**config.mk**
```make
export PLATFORM = sky130hd
export DESIGN_NAME = btn_event
export DESIGN_NICKNAME = d
export VERILOG_FILES = /design/src/rtl/btn_event.sv
export SDC_FILE = /design/constraint.sdc
export NUM_CORES = 1
export LEC_CHECK = 0
export ABC_AREA = 1
export BUFFER_PORTS_ARGS = -buffer_cell sky130_fd_sc_hd__buf_2
export CAP_MARGIN = 15
export CORE_MARGIN = 2
export CORE_UTILIZATION = 50
export DETAILED_ROUTE_END_ITERATION = 16
export PLACE_DENSITY = 0.68
export SLEW_MARGIN = 20
export SYNTH_ARGS = -nofsm -noshare
export SYNTH_HDL_FRONTEND = slang
export SYNTH_SLANG_ARGS = --single-unit
```
**constraint.sdc**
```tcl
create_clock -name i_clk -period 2.03 [get_ports i_clk]
set_input_delay 0.1015 -clock i_clk [delete_from_list [all_inputs] [get_ports i_clk]]
set_output_delay 0.1015 -clock i_clk [all_outputs]
set_load 0.005 [all_outputs]
```
**src/rtl/btn_event.sv**
```systemverilog
// rtl/btn_event.sv - push-button event generator: press/release/long-press/repeat pulses, held level, press counter
module btn_event #(
    parameter int LONG_CYCLES   = 12_500_000,
    parameter int REPEAT_CYCLES = 2_500_000,
    parameter int CNT_W         = 24
) (
    input  logic       i_clk,
    input  logic       i_reset,
    input  logic       i_in,
    output logic       o_press,
    output logic       o_release,
    output logic       o_long_press,
    output logic       o_repeat,
    output logic       o_held,
    output logic [7:0] o_press_count
);

    typedef enum logic [1:0] {
        ST_IDLE,
        ST_PRESSED,
        ST_HELD
    } state_t;

    localparam logic [CNT_W-1:0] LONG_LAST   = CNT_W'(LONG_CYCLES - 1);
    localparam logic [CNT_W-1:0] REPEAT_LAST = CNT_W'(REPEAT_CYCLES - 1);

    logic             r_s1;
    logic             r_s2;
    state_t           r_state;
    logic [CNT_W-1:0] r_cnt;
    logic             r_press;
    logic             r_release;
    logic             r_long_press;
    logic             r_repeat;
    logic             r_held;
    logic [7:0]       r_press_count;

    // The debounced level comes from a strobe-sampled stage, so treat it as asynchronous.
    always_ff @(posedge i_clk or posedge i_reset) begin
        if (i_reset) begin
            r_s1 <= 1'b0;
            r_s2 <= 1'b0;
        end else begin
            r_s1 <= i_in;
            r_s2 <= r_s1;
        end
    end

    always_ff @(posedge i_clk or posedge i_reset) begin
        if (i_reset) begin
            r_state       <= ST_IDLE;
            r_cnt         <= '0;
            r_press       <= 1'b0;
            r_release     <= 1'b0;
            r_long_press  <= 1'b0;
            r_repeat      <= 1'b0;
            r_held        <= 1'b0;
            r_press_count <= 8'd0;
        end else begin
            r_press      <= 1'b0;
            r_release    <= 1'b0;
            r_long_press <= 1'b0;
            r_repeat     <= 1'b0;
            case (r_state)
                ST_IDLE: begin
                    r_cnt <= '0;
                    if (r_s2) begin
                        r_state       <= ST_PRESSED;
                        r_press       <= 1'b1;
                        r_held        <= 1'b1;
                        r_press_count <= r_press_count + 8'd1;
                    end
                end
                ST_PRESSED: begin
                    // A release seen on the threshold cycle takes priority over long_press.
                    if (!r_s2) begin
                        r_state   <= ST_IDLE;
                        r_release <= 1'b1;
                        r_held    <= 1'b0;
                        r_cnt     <= '0;
                    end else if (r_cnt == LONG_LAST) begin
                        r_state      <= ST_HELD;
                        r_long_press <= 1'b1;
                        r_cnt        <= '0;
                    end else begin
                        r_cnt <= r_cnt + 1'b1;
                    end
                end
                ST_HELD: begin
                    if (!r_s2) begin
                        r_state   <= ST_IDLE;
                        r_release <= 1'b1;
                        r_held    <= 1'b0;
                        r_cnt     <= '0;
                    end else if (r_cnt == REPEAT_LAST) begin
                        r_repeat <= 1'b1;
                        r_cnt    <= '0;
                    end else begin
                        r_cnt <= r_cnt + 1'b1;
                    end
                end
                default: begin
                    r_state <= ST_IDLE;
                    r_cnt   <= '0;
                    r_held  <= 1'b0;
                end
            endcase
        end
    end

    assign o_press       = r_press;
    assign o_release     = r_release;
    assign o_long_press  = r_long_press;
    assign o_repeat      = r_repeat;
    assign o_held        = r_held;
    assign o_press_count = r_press_count;

endmodule

```
==> impl_metrics.json, run 1 <==
{
  "dr.pass1.iters": 4,
  "grt_max_degree": 42,
  "die_w_um": 70.8,
  "slowest_delay_ns": 0.41,
  "synth.distinct_cells": 22,
  "clockRootBuffer": "clkbuf_8",
  "required_ns": 2.21,
  "grt_pass1_wl_um": 6950,
  "setup_viol": 0,
  "htree_levels": 2,
  "p_seq_frac": 0.485,
  "rsz0062_at_grt": "false",
  "post_cts_buffers": 0,
  "start_util": 0.516,
  "drive_gt1_frac": 0.143,
  "dp_hpwl_um": 3000,
  "antenna_found_initial": 0,
  "cap_violations": 0,
  "vias": 1698,
  "switching_power_w": 0.000605,
  "drc_errors": 0,
  "die_h_um": 70.8,
  "place_area_mm2": 0.00234,
  "dp.cells": 349,
  "cts.repair.resized": 0,
  "status": "complete, no violations",
  "fin_crit_sh": 0.812,
  "swShare": 0.297,
  "clock-sinks": 41,
  "numCtsBuffers": 5,
  "synth_fp_nets": 291,
  "cp-end-kind": "flip-flop",
  "syn_inst": 283,
  "finClkSkew_ns": 0.00456,
  "insertion_delay_ns": 0.30,
  "cp_top_family": "simple AND/OR/NAND/NOR gates",
  "ir_drop_mv": 0.490,
  "yosys_warnings": 0,
  "p_clk_frac": 0.329,
  "totalWireLength_um": 4090,
  "max-clock-path-buffers": 2,
  "fp.dieArea_mm2": 0.00501,
  "core_mm2": 0.00432,
  "p_int_w": 0.00143,
  "most-common-layout-cells": "nand2_1, nor2_1, dfrtp_1",
  "cp.arrival_ns": 1.83,
  "cp_num_buf_inv": 0,
  "antenna_left": 0,
  "io_pins": 16,
  "wl_per_cell_um": 11.4,
  "setup_tns_ns": 0,
  "first_iter_violations": 82,
  "io_buffers": 15,
  "syn2layout_area_growth_pct": 11.1,
  "grt_overflow": 0,
  "gp_congestion": 0.844,
  "critPathKind": "reg -> reg",
  "via_per_inst": 4.73,
  "worst_slew_pin_slew_ns": 0.500,
  "synth_seq_cells": 41,
  "antenna_cells": 0,
  "min_period_ns": 1.65,
  "leakagePower_nw": 1.19,
  "synth_area_leaders": "dfrtp_1, nand2_1, nor2_1",
  "hold_buffers": 2,
  "rows": 24,
  "start_kind": "flip-flop",
  "gr-usage-all-layers": 0.177,
  "cts_tree": "built",
  "power_frac_comb": 0.186,
  "min_path_type": "reg -> reg",
  "p_per_area_mw_per_mm2": 821,
  "hold_viol": 0,
  "syn_area_mm2": 0.00223,
  "total_power_w": 0.00203,
  "finalInstanceArea_mm2": 0.00248,
  "clk_pin_slew_ns": 0.08,
  "layout.nets": 314,
  "synth_top_cell_area_share": 0.460,
  "synth.yosys.seq_area_share": 0.460,
  "path_cells": "ha_1, nand3_2, nor2_2, nand3_2, nand2_2, nand2_2, nand2_4, nor2_1",
  "final_common_cell": "nand2_1",
  "avgSynthCellArea_um2": 7.89,
  "fin_cells": 359,
  "nFillCells": 410,
  "slew_headroom": 0.667,
  "yosysTopAreaCell": "dfrtp_1",
  "crit_path_max_fanout": 24,
  "timing.final.max_slew_violations": 0,
  "grt_pass1_vias": 1541,
  "cp_slowest_cell": "dfrtp_1",
  "fmax_mhz": 607
}
-- sequential cells by signal, indices dropped and copies added (netlist names) --
register	flops
r_cnt	24
o_release	1
o_long_press	1
o_held	1
r_state	2
o_repeat	1
r_s1	1
o_press	1
r_s2	1
o_press_count	8
-- power by group through the flow --
| stage | sequential [W] | clock [W] | combinational [W] |
|---|---|---|---|
| after floorplan | 0.00100 | 0 | 0.000282 |
| after global placement | 0.00100 | 0 | 0.000376 |
| after detailed placement | 0.00100 | 0 | 0.000384 |
| after CTS | 0.000988 | 0.000683 | 0.000386 |
| after global routing | 0.00100 | 0.000713 | 0.000435 |
| final | 0.000987 | 0.000670 | 0.000378 |
-- Yosys cell counts --
cell	number
nand3_1	13
o21ai_0	1
nand2_1	69
inv_1	36
nor3_1	2
nand2_2	5
nand4_1	4
nor2_4	2
nand3b_1	1
nor2_1	64
nor2_2	8
xor2_1	14
nand3_2	3
a21oi_1	1
dfrtp_1	41
buf_12	1
buf_8	1
xnor2_1	8
ha_1	5
nand2_4	1
inv_2	1
o21bai_1	2
-- per-stage QoR --
step / worst slack [ns] / hold slack [ns] / util
3_3_place_gp: 0.418 / 0.210 / 0.542
3_5_place_dp: 0.391 / 0.211 / 0.542
2_1_floorplan: 0.577 / 0.133 / -
6_report: 0.382 / 0.368 / 0.573
5_1_grt: 0.212 / 0.385 / 0.573
4_1_cts: 0.369 / 0.379 / 0.573
-- layer usage --
| layer | up-vias | global-route usage | part of all wire |
|---|---|---|---|
| li1 | 896 | - | - |
| met1 | 770 | 0.252 | 0.51 |
| met2 | 28 | 0.266 | 0.44 |
| met3 | 4 | 0.0470 | 0.037 |
| met4 | 0 | 0.0566 | 0.011 |
| met5 | - | 0 | 0 |
-- worst paths after layout --
| path | to | cells after the start | start | slack (ns) |
|---|---|---|---|---|
| setup reg to reg | r_cnt[8] | 8 | r_cnt[0] | 0.38 |
| setup / recovery | r_cnt[8] | 8 | r_cnt[0] | 0.38 |
| hold / removal | r_s2 | 0 | r_s1 | 0.37 |
| max in group asynchronous | r_cnt[17] | 4 | i_reset | 1.22 |
| min in group asynchronous | o_press_count[6] | 4 | i_reset | 0.46 |
| hold reg to reg | r_s2 | 0 | r_s1 | 0.37 |
-- cell type report --
cell class,instances,area [um2],area share
Tap cell,52,65.1,0.0262
Inverter,37,139,0.0560
Multi-Input combinational cell,203,1030,0.416
Clock buffer,5,68.8,0.0277
Timing Repair Buffer,18,103,0.0414
Sequential cell,41,1030,0.414
Clock inverter,3,46.3,0.0187
-- kinds of logic (layout without fill, tap and decap cells) --
family | Yosys count | count (layout) | synth area share
adders and majority gates | 5 | 5 | 0.0280
xor gates and xnor gates | 22 | 22 | 0.0863
and+or+nand+nor | 172 | 172 | 0.337
AOI/OAI and AO/OA | 4 | 4 | 0.0112
DFF | 41 | 41 | 0.460
buffers and inverters | 39 | 63 | 0.0779
-- worst register-to-register path, stage by stage (launching register included) --
cell and delay (ns):
dfrtp_1 0.41, ha_1 0.24, nand3_2 0.14, nor2_2 0.14
nand3_2 0.10, nand2_2 0.10, nand2_2 0.07, nand2_4 0.24
nor2_1 0.09
No activity file was read; power rests on OpenSTA's default activity.
==> run 2: changes to the inputs <==
--- a/config.mk
+++ b/config.mk
@@ -5,7 +5,7 @@
 export SDC_FILE = /design/constraint.sdc
 export NUM_CORES = 1
 export LEC_CHECK = 0
-export ABC_AREA = 1
+export ABC_AREA = 0
 export BUFFER_PORTS_ARGS = -buffer_cell sky130_fd_sc_hd__buf_2
 export CAP_MARGIN = 15
 export CORE_MARGIN = 2
==> constraint.sdc (replaced) <==
create_clock -name i_clk -period 1.61 [get_ports i_clk]
set_input_delay 0.0805 -clock i_clk [delete_from_list [all_inputs] [get_ports i_clk]]
set_output_delay 0.0805 -clock i_clk [all_outputs]
set_load 0.005 [all_outputs]
==> run 2 against run 1 <==
The run now ends with setup timing left. Clock-buffer cell count stayed put. Clock skew is 0.0040 ns higher. Area after synthesis is 11% lower. Utilization is 19 points higher. Sequential cell count stayed put. Register-to-register slack worse by 0.67 ns. Total power is 48% higher. Worst hold slack worse by 0.00067 ns. Sequential power is 30% higher. Final area is 16% higher. Die area is 11% lower. First-iteration DRC count is 4.9% higher. Critical endpoint is now r_cnt[7]. Largest cell class unchanged.
==> impl_metrics.json, run 2 <==
{
  "grt_pass1_wl_um": 7960,
  "gr-usage-all-layers": 0.244,
  "grt_overflow": 0,
  "path_cells": "nor4_4, nand4_4, o41ai_4, buf_6, buf_6, o22a_4, nor2_2",
  "ir_drop_mv": 1.03,
  "numCtsBuffers": 5,
  "synth_area_leaders": "dfrtp_1, xor2_1, nor2_1",
  "synth_top_cell_area_share": 0.518,
  "cap_violations": 0,
  "final.setup.worst_slack_ns": -0.287,
  "drive_gt1_frac": 0.449,
  "layout.nets": 274,
  "avgSynthCellArea_um2": 10.3,
  "wl_per_cell_um": 16.8,
  "first_iter_violations": 86,
  "fp.dieArea_mm2": 0.00448,
  "grt_max_degree": 42,
  "largest-register": "r_cnt",
  "cp_slowest_cell": "dfrtp_1",
  "setup_viol": 27,
  "required_ns": 1.80,
  "status": "finished, violations left",
  "via_per_inst": 5.57,
  "dpl_worst_slack_ns": -0.214,
  "netlist_top_cells_count": "dfrtp_1, nor2_1, nand2_1",
  "totalWireLength_um": 5310,
  "critPathKind": "reg -> reg",
  "max-clock-path-buffers": 2,
  "clockRootBuffer": "clkbuf_8",
  "slowest_delay_ns": 0.42,
  "largest_reg_flops": 24,
  "clock-sinks": 41,
  "fmax_mhz": 527,
  "cts_tree": "built",
  "dp_hpwl_um": 2990,
  "synth_fp_nets": 200,
  "fin_crit_sh": 1.18,
  "start_kind": "flip-flop",
  "vias": 1753,
  "htree_levels": 2,
  "die_h_um": 66.9,
  "syn_area_mm2": 0.00198,
  "final_common_cell": "buf_4",
  "drc_errors": 0,
  "hold_viol": 0,
  "leakagePower_nw": 1.29,
  "setup_tns_ns": -5.45,
  "crit_path_max_fanout": 6,
  "synth-edff-count": 0,
  "syn2layout_area_growth_pct": 45.3,
  "place_area_mm2": 0.00240,
  "antenna_left": 0,
  "synth.yosys.seq_area_share": 0.518,
  "async_flop_share": 1.00,
  "yosys_warnings": 0,
  "min_period_ns": 1.90,
  "yosysMostFrequentCell": "dfrtp_1",
  "finalInstanceArea_mm2": 0.00288,
  "synth_seq_cells": 41,
  "antenna_found_initial": 0,
  "slew_headroom": 0.664,
  "most-common-layout-cells": "buf_4, dfrtp_1, nand2_1",
  "start_util": 0.529,
  "min_path_type": "reg -> reg",
  "finClkSkew_ns": 0.00856,
  "grt_pass1_vias": 1745,
  "clk_pin_slew_ns": 0.08,
  "rows": 22,
  "path_common_cell": "buf_6",
  "nFillCells": 245,
  "die_w_um": 66.9,
  "timing.final.max_slew_violations": 0,
  "violations": "setup timing",
  "gp_congestion": 0.862,
  "syn_inst": 192,
  "io_buffers": 15,
  "holdWs_ns": 0.367,
  "antenna_cells": 0,
  "yosys_most_used_dff": "dfrtp_1",
  "synth.distinct_cells": 30,
  "core_mm2": 0.00374,
  "cp-end-kind": "flip-flop",
  "worst_slew_pin_slew_ns": 0.504,
  "yosysTopAreaCell": "dfrtp_1",
  "dr.pass1.iters": 4,
  "io_pins": 16,
  "cp.arrival_ns": 2.09,
  "p_per_area_mw_per_mm2": 1050,
  "rsz0062_at_grt": "true",
  "insertion_delay_ns": 0.30
}
## run 2: cell families after synthesis
kind of cell	share of synthesized area
fa+ha+maj	0.0316
flops	0.518
mux	0.00569
buf+inv	0.0278
simple gates	0.261
compound gates	0.0272
xor+xnor	0.128
## run 2: timing repair
action                                 CTS  global route
endpoints found under the hold margin   42             0
setup buffers                            6            10
gates cloned                             2             1
hold buffers                             2             0
setup endpoints to repair               28            33
gates resized for setup                  7            40
pin swaps                               15            16
## run 2: layout make-up
type	count	area (um2)	area share
multi-input combinational	144	1150	0.400
sequential	41	1030	0.357
timing repair buffer	69	504	0.175
clock buffer	5	68.8	0.0239
tap	48	60.1	0.0209
clock inverter	3	46.3	0.0161
inverter	5	18.8	0.00653
## run 2: worst paths after layout
| check | start | endpoint | slack, ns | cells after the start |
|---|---|---|---|---|
| setup / recovery | r_cnt[9] | r_cnt[7] | -0.29 | 7 |
| hold / removal | r_s1 | r_s2 | 0.37 | 0 |
| setup reg to reg | r_cnt[9] | r_cnt[7] | -0.29 | 7 |
| hold reg to reg | r_s1 | r_s2 | 0.37 | 0 |
| max in group asynchronous | i_reset | o_held | 0.82 | 4 |
| min in group asynchronous | i_reset | r_cnt[21] | 0.43 | 4 |
## run 2: critical path: cells and delay by family (launching register included)
kind | cells | cell delay, ns
AO/OA/AOI/OAI | 2 | 0.47
buffers and inverters | 2 | 0.28
flip-flops | 1 | 0.42
AND/OR/NAND/NOR | 3 | 0.62
## run 2: power breakdown
part	switching, W	internal [W]
Combinational	0.000433	0.000449
Sequential	0.000124	0.00115
Clock	0.000385	0.000464
## run 2: layer usage
| layer | GRT usage | vias to the layer above | wire [um] |
|---|---|---|---|
| met4 | 0.125 | 0 | 195 |
| met2 | 0.398 | 53 | 2650 |
| met5 | 0 | - | 0 |
| met3 | 0.0659 | 23 | 218 |
| met1 | 0.294 | 860 | 2240 |
| li1 | - | 817 | - |
## run 2: per-stage QoR
step / utilization / total power [W] / cells
final: 0.768 / 0.00301 / 315
after global routing: 0.768 / 0.00315 / 315
after CTS: 0.705 / 0.00281 / 305
after detailed placement: 0.640 / 0.00188 / 287
after global placement: 0.640 / 0.00183 / 287
after floorplan: - / 0.00164 / 192
==> run 3: changes to the inputs <==
--- a/config.mk
+++ b/config.mk
@@ -8,6 +8,7 @@
 export ABC_AREA = 0
 export BUFFER_PORTS_ARGS = -buffer_cell sky130_fd_sc_hd__buf_2
 export CAP_MARGIN = 15
+export CORE_ASPECT_RATIO = 0.7
 export CORE_MARGIN = 2
 export CORE_UTILIZATION = 50
 export DETAILED_ROUTE_END_ITERATION = 16
@@ -16,3 +17,4 @@
 export SYNTH_ARGS = -nofsm -noshare
 export SYNTH_HDL_FRONTEND = slang
 export SYNTH_SLANG_ARGS = --single-unit
+export TNS_END_PERCENT = 100
==> constraint.sdc (replaced) <==
create_clock -name i_clk -period 2 [get_ports i_clk]
set_input_delay 0.1 -clock i_clk [delete_from_list [all_inputs] [get_ports i_clk]]
set_output_delay 0.1 -clock i_clk [all_outputs]
set_load 0.005 [all_outputs]
==> run 3 against run 2 <==
The flow now finishes without violations. Critical endpoint is now r_state[0]. Non-clock buffer count down 35. Die area rose by 0.17%. First-iteration DRC count grew 58%. Largest cell class is now registers. Sequential share of layout area grew 7.5 points. Global-route usage shrank 3.9 points. Final area shrank 17%. Worst hold slack got worse by 0.012 ns. Combinational power decreased by 48%.
==> impl_metrics.json, run 3 (synthesis gave the netlist of run 2 again) <==
{
  "grt_overflow": 0,
  "endpoint": "r_state[0]",
  "min_path_type": "reg -> reg",
  "final_common_cell": "dfrtp_1",
  "timing.final.max_slew_violations": 0,
  "dp_hpwl_um": 2780,
  "insertion_delay_ns": 0.29,
  "via_per_inst": 5.36,
  "die_w_um": 79.2,
  "cp-end-kind": "flip-flop",
  "antenna_left": 0,
  "drive_gt1_frac": 0.212,
  "clock-sinks": 41,
  "antenna_cells": 0,
  "ir_drop_mv": 0.533,
  "gp_congestion": 0.937,
  "r2r_slack_ns": 0.08,
  "cts_tree": "built",
  "start_kind": "flip-flop",
  "wl_per_cell_um": 14.5,
  "rr_startpoint": "r_cnt[8]",
  "start_util": 0.514,
  "max-clock-path-buffers": 2,
  "drc_errors": 0,
  "crit_start": "r_cnt[8]",
  "totalWireLength_um": 4120,
  "htree_levels": 2,
  "fmax_mhz": 522,
  "slew_headroom": 0.675,
  "io_pins": 16,
  "r2r-end": "r_state[0]",
  "cap_violations": 0,
  "dr.pass1.iters": 4,
  "worst_slew_pin_slew_ns": 0.488,
  "antenna_found_initial": 0,
  "post-route-util": 0.618,
  "min_period_ns": 1.92,
  "multi_input_area_um2": 930,
  "grt_pass1_vias": 1460,
  "status": "complete, no violations",
  "nFillCells": 339,
  "numCtsBuffers": 5,
  "largest_reg_flops": 24,
  "gr-usage-all-layers": 0.204,
  "crit_path_max_fanout": 5,
  "syn2layout_area_growth_pct": 20.3,
  "fin_crit_sh": 0.959,
  "grt_max_degree": 42,
  "grt_pass1_wl_um": 6940,
  "holdWs_ns": 0.356,
  "p_per_area_mw_per_mm2": 902,
  "rsz0062_at_grt": "false",
  "vias": 1517,
  "post_cts_buffers": 0,
  "fp.dieArea_mm2": 0.00449,
  "clockRootBuffer": "clkbuf_8",
  "io_buffers": 15,
  "die_h_um": 56.6,
  "reg2reg_depth": 5,
  "total_power_w": 0.00215,
  "layout.nets": 238,
  "most-common-layout-cells": "dfrtp_1, nor2_1, nand2_1",
  "dpl_worst_slack_ns": -0.0216,
  "critPathKind": "reg -> reg",
  "leakagePower_nw": 1.07,
  "finClkSkew_ns": 0.00401,
  "cp.arrival_ns": 2.09,
  "final.setup.worst_slack_ns": 0.0825,
  "whs_path_depth": 0,
  "core_mm2": 0.00385,
  "hold_viol": 0,
  "required_ns": 2.17,
  "clk_pin_slew_ns": 0.07,
  "regArea_mm2": 0.00103,
  "first_iter_violations": 136,
  "largest-register": "r_cnt",
  "setup_viol": 0,
  "rows": 19
}
run 3: per-stage QoR:
stage	std cells	instance area, um2	TNS, ns
final	283	2380	0
after global placement	271	2210	0
after CTS	283	2380	0
after floorplan	192	1980	0
after detailed placement	271	2210	-0.122
after global routing	283	2380	0
run 3: worst min-delay path by stage:
| stage | endpoint | start |
|---|---|---|
| CTS | r_s2 | r_s1 |
| floorplan | r_s1 | i_in |
| global placement | r_s1 | i_in |
| global route | r_s2 | r_s1 |
| finish | r_s2 | r_s1 |
| detailed placement | r_s1 | i_in |
run 3: repair_timing:
item / CTS / global route
hold buffers: 2 / 0
gates cloned: 2 / 0
endpoints found under the setup margin: 24 / 6
pin swaps: 3 / 0
gates resized for setup: 2 / 2
hold endpoints to repair: 42 / 0
run 3: where the power goes:
group          total, W  switching, W  internal (W)
Clock          0.000668      0.000261      0.000407
Combinational  0.000462      0.000238      0.000224
Sequential      0.00102     0.0000900      0.000929
run 3: cell type report:
type | instances | share of cell area
Sequential cell | 41 | 0.432
Multi-Input combinational cell | 143 | 0.390
Timing Repair Buffer | 34 | 0.0935
Clock buffer | 7 | 0.0363
Tap cell | 52 | 0.0273
Clock inverter | 1 | 0.0126
Inverter | 5 | 0.00788
run 3: worst max-delay path, stage by stage (launching register included):
cell	delay, ns
dfrtp_1	0.45
or3_1	0.46
o41ai_4	0.49
buf_4	0.18
nor2b_1	0.12
o211ai_1	0.10
run 3: per-layer routing:
layer  GRT usage  routed length, um  vias to the layer above
met5           0                  0                        -
met4      0.0640                 36                        0
met3      0.0579                333                        5
met2       0.298               1800                       54
met1       0.295               1950                      726
li1            -                  -                      732
